$ cat config.mk
export PLATFORM = sky130hd
export DESIGN_NAME = mem_wb_pipe
export DESIGN_NICKNAME = d
export VERILOG_FILES = /design/src/rtl/mem_wb_pipe.sv
export SDC_FILE = /design/constraint.sdc
export NUM_CORES = 1
export LEC_CHECK = 0
export CAP_MARGIN = 20
export CORE_UTILIZATION = 56
export DETAILED_ROUTE_END_ITERATION = 7
export HOLD_SLACK_MARGIN = 0.12
export PLACE_DENSITY = 0.93
export SETUP_SLACK_MARGIN = 0.1
export SYNTH_ARGS = -nofsm -noshare
export SYNTH_HDL_FRONTEND = slang
export SYNTH_SLANG_ARGS = --single-unit
$ cat constraint.sdc
create_clock -name clk -period 3.6 [get_ports clk]
set_clock_uncertainty 0.15 [all_clocks]
set_input_delay 0.36 -clock clk [delete_from_list [all_inputs] [get_ports clk]]
set_output_delay 0.36 -clock clk [all_outputs]
set_load 0.005 [all_outputs]
$ cat src/rtl/mem_wb_pipe.sv
// MEM/WB stage register: valid/ready handshake, optional skid entry, synchronous
// flush, writeback-data select, x0 write suppression and a wrapping retire counter.
module mem_wb_pipe #(
  parameter int XLEN        = 32,
  parameter int RFIDX_WIDTH = 5,
  parameter int SKID        = 1,
  parameter int CNT_W       = 32
) (
  input  logic                   clk,
  input  logic                   rst,
  input  logic                   flush,
  input  logic                   in_valid,
  output logic                   in_ready,
  input  logic [XLEN-1:0]        in_m_data,
  input  logic [XLEN-1:0]        in_ex_result,
  input  logic                   in_reg_write,
  input  logic                   in_memtoreg,
  input  logic [RFIDX_WIDTH-1:0] in_rd_index,
  output logic                   out_valid,
  input  logic                   out_ready,
  output logic [XLEN-1:0]        out_wb_data,
  output logic                   out_reg_write,
  output logic [RFIDX_WIDTH-1:0] out_rd_index,
  output logic [CNT_W-1:0]       retire_count
);

  typedef struct packed {
    logic [XLEN-1:0]        m_data;
    logic [XLEN-1:0]        ex_result;
    logic                   reg_write;
    logic                   memtoreg;
    logic [RFIDX_WIDTH-1:0] rd;
  } entry_t;

  typedef enum logic [1:0] {
    ST_EMPTY = 2'd0,
    ST_ONE   = 2'd1,
    ST_TWO   = 2'd2
  } state_t;

  state_t           r_state;
  state_t           w_state_nxt;
  entry_t           r_main;
  entry_t           r_skid;
  entry_t           w_in_entry;
  logic             r_in_ready;
  logic             w_in_ready_nxt;
  logic [CNT_W-1:0] r_retire_count;
  logic             w_out_valid;
  logic             w_in_ready;
  logic             w_in_fire;
  logic             w_out_fire;
  logic             w_load_main_in;
  logic             w_load_main_skid;
  logic             w_load_skid;

  // Handshake qualification; without a skid entry ready must look through to out_ready.
  always_comb begin
    w_in_entry.m_data    = in_m_data;
    w_in_entry.ex_result = in_ex_result;
    w_in_entry.reg_write = in_reg_write;
    w_in_entry.memtoreg  = in_memtoreg;
    w_in_entry.rd        = in_rd_index;
    w_out_valid          = (r_state != ST_EMPTY);
    w_out_fire           = w_out_valid & out_ready;
    if (SKID != 0) begin
      w_in_ready = r_in_ready;
    end else begin
      w_in_ready = ~w_out_valid | out_ready;
    end
    w_in_fire = in_valid & w_in_ready;
  end

  // Next-state and load-select decode; flush overrides every transition.
  always_comb begin
    w_state_nxt      = r_state;
    w_load_main_in   = 1'b0;
    w_load_main_skid = 1'b0;
    w_load_skid      = 1'b0;
    case (r_state)
      ST_EMPTY: begin
        if (w_in_fire) begin
          w_state_nxt    = ST_ONE;
          w_load_main_in = 1'b1;
        end else begin
          w_state_nxt = ST_EMPTY;
        end
      end
      ST_ONE: begin
        if (w_in_fire && w_out_fire) begin
          w_state_nxt    = ST_ONE;
          w_load_main_in = 1'b1;
        end else if (w_in_fire) begin
          if (SKID != 0) begin
            w_state_nxt = ST_TWO;
            w_load_skid = 1'b1;
          end else begin
            w_state_nxt    = ST_ONE;
            w_load_main_in = 1'b1;
          end
        end else if (w_out_fire) begin
          w_state_nxt = ST_EMPTY;
        end else begin
          w_state_nxt = ST_ONE;
        end
      end
      ST_TWO: begin
        if (w_out_fire) begin
          w_state_nxt      = ST_ONE;
          w_load_main_skid = 1'b1;
        end else begin
          w_state_nxt = ST_TWO;
        end
      end
      default: begin
        w_state_nxt = ST_EMPTY;
      end
    endcase
    if (flush) begin
      w_state_nxt      = ST_EMPTY;
      w_load_main_in   = 1'b0;
      w_load_main_skid = 1'b0;
      w_load_skid      = 1'b0;
    end else begin
      w_state_nxt = w_state_nxt;
    end
    w_in_ready_nxt = (w_state_nxt != ST_TWO);
  end

  // State, registered ready and retire counter; the counter survives flush.
  always_ff @(posedge clk) begin
    if (rst) begin
      r_state        <= ST_EMPTY;
      r_in_ready     <= 1'b1;
      r_retire_count <= '0;
    end else begin
      r_state    <= w_state_nxt;
      r_in_ready <= w_in_ready_nxt;
      if (w_out_fire) begin
        r_retire_count <= r_retire_count + {{(CNT_W-1){1'b0}}, 1'b1};
      end
    end
  end

  // Entry storage; fields only ever load from a fired input or the skid entry.
  always_ff @(posedge clk) begin
    if (rst) begin
      r_main <= '0;
      r_skid <= '0;
    end else begin
      if (w_load_main_in) begin
        r_main <= w_in_entry;
      end else if (w_load_main_skid) begin
        r_main <= r_skid;
      end
      if (w_load_skid) begin
        r_skid <= w_in_entry;
      end
    end
  end

  assign in_ready      = w_in_ready;
  assign out_valid     = w_out_valid;
  assign out_wb_data   = r_main.memtoreg ? r_main.m_data : r_main.ex_result;
  assign out_reg_write = w_out_valid & r_main.reg_write & (r_main.rd != '0);
  assign out_rd_index  = r_main.rd;
  assign retire_count  = r_retire_count;

endmodule

==> results.yml <==
outcome:
  status: "completed"
floorplanning:
  ios: 148
  die_y_um: 117
  fp-row-count: 41
  initial_core_util_pct: 58.0
  die_area_um2: 13700
  die_w_um: 117
  core_region_area_um2: 12800
sta:
  fmax_mhz: 319
  hold_viol: 0
  rsz0062_at_grt: "false"
  tns_ps: 0
  layout_setup_ws_ps: 467
  fin_crit_sh_pct: 87.0
  slew_viol_final: 0
  setup_viol: 0
  period_minus_slack_ps: 3130
  tightest_slew_ps: 934
  relSlewSlack_pct: 37.7
finish:
  layout_commonest_cell: "dfxtp_1"
  multiInputGateArea_um2: 3490
  synthToLayoutAreaGrowth_pct: 27.7
  fillers: 856
  fin_nets: 987
  antenna_cells: 0
  drive_gt1_share_pct: 11.0
  post-route-cell-area_um2: 9460
  final_cell_mix: "dfxtp_1, nand2_1, clkdlybuf4s50_1, a21oi_1, o22ai_1"
  seq_area_um2: 3540
synthesis:
  yosysSeqAreaShare_pct: 47.8
  syn_inst: 807
  synth_area_per_cell_um2: 9.18
  synth_seq_cells: 177
  synth_area_um2: 7410
  synth_cell_types: 48
  synth-edff-count: 0
  ys.flop_type: "dfxtp_1"
  synth_async_sr_flop_share_pct: 0
  syn-num-nets: 886
  yosys_warnings: 0
routing:
  first_pass_iters: 5
  via_count: 6667
  vias_per_cell: 6.10
  drt-initial-drc-count: 748
  wire_per_inst_um: 17.8
  routed_wl_mm: 19.4
  ant_nets: 0
  remaining_drc_errors: 0
power_and_ir_drop:
  powerDensity_nw_per_um2: 454
  vdd_drop_max_v: 0.000298
  power_w: 0.00429
  p_leak_nw: 3.17
placed_design:
  gp_congestion: 0.776
  port_buffers: 147
  post-place-ws_ps: 469
  hpwl_mm: 11.7
  placed_area_um2: 8840
grt:
  grt_usage_pct: 29.1
  grt_pass1_wl_mm: 30.8
  grt_pass1_vias: 6255
  overflow: 0
  grt_max_degree: 72
  antenna_found_initial: 0
clocking:
  cts_hold_buf: 0
  cts-root-buf: "clkbuf_16"
  cts_tree: "yes"
  cts_made_buffers: 17
  cts_resized: 0
  cts_buffer_depth: 2
  cts_setup_buffers: 0
  clk_latency_ps: 430
  cts_max_level: 4
  cts.clk_slew.worst_paths_ps: 70
  cts.sinks: 177
min_path:
  hold_class: "in2reg"
critical_path:
  crit_required_ps: 3810
  cp.arrival_ps: 3340
  critPathLaunchType: "flip-flop"
  critPathMaxFanout: 30
  cp-end-kind: "flip-flop"
  critPathKind: "reg2reg"
  r2r_setup_slack_ps: 470
job:
  cap_violations: 0
==> worst paths after layout <==
| path | startpoint | to | cells past startpoint |
|---|---|---|---|
| worst max-delay path | r_state[1] | r_main[43] | 9 |
| worst min register to register | r_skid[52] | r_skid[52] | 2 |
| worst min-delay path | rst | r_skid[3] | 2 |
| worst max register to register | r_state[1] | r_main[43] | 9 |
==> routing by layer <==
layer,vias to the layer above,wire [µm],global-route usage (%)
li1,3137,-,-
met1,3202,8290,37.2
met2,276,9270,46.4
met3,52,1220,7.21
met4,0,646,13.5
met5,-,0,0
==> cell usage after synthesis (9+ instances only) <==
cell         n  area share (%)
dfxtp_1    177              48
xor2_1      11             1.3
mux2_2      34             5.2
o2bb2ai_1   60             7.1
buf_6       10             1.5
nand4_1     12             1.0
clkbuf_1    52             2.6
nor2_1      17            0.86
o2bb2ai_2   10             2.0
o22ai_1     71             6.0
nand2_1    158             8.0
a21oi_1     88             5.9
or3_1        9            0.76
==> state kept, by name, summed over array words and instances, names as in the netlist <==
signal,cells
retire_count,32
r_skid,71
r_state,2
out_rd_index,5
in_ready,1
r_main,66
==> through the flow <==
stage          utilization (%)  std cells  hold slack, ps
2_1_floorplan                -        807             277
3_3_place_gp              69.2       1061             290
3_5_place_dp              69.2       1061             294
4_1_cts                   74.1       1093             265
5_1_grt                   74.1       1093             284
6_report                  74.1       1093             280
==> final cells by class <==
cell class,count,share of cell area [%]
tap,172,2.27
timing repair buffer,157,16.7
inverter,2,0.0794
clock buffer,21,4.97
clock inverter,11,1.60
multi-input combinational,553,36.9
sequential,177,37.5
==> where the power goes <==
group | internal (W) | switching, W
Combinational | 0.000165 | 0.000180
Sequential | 0.00199 | 0.0000258
Clock | 0.00115 | 0.000777
==> worst max-delay path, cell delays in order (launching register included) <==
cell       delay, ps
dfxtp_1          420
or2_2            360
nand2_1          110
inv_1            100
ha_1             210
nand2_1          130
a21boi_4          80
a311oi_4         810
buf_4            500
o2bb2ai_1        170
==> cell families (layout without fill, tap and decap cells) <==
family	Yosys count	after routing	share of synthesized area [%]
muxes	34	34	5.17
buffers and inverters	77	191	5.37
xor gates and xnor gates	13	13	1.54
and+or+nand+nor	247	247	15.6
DFF	177	177	47.8
AOI/OAI and AO/OA	256	256	24.0
adders and majority gates	3	3	0.507
Note: power is estimated with default switching activity, not from simulation.
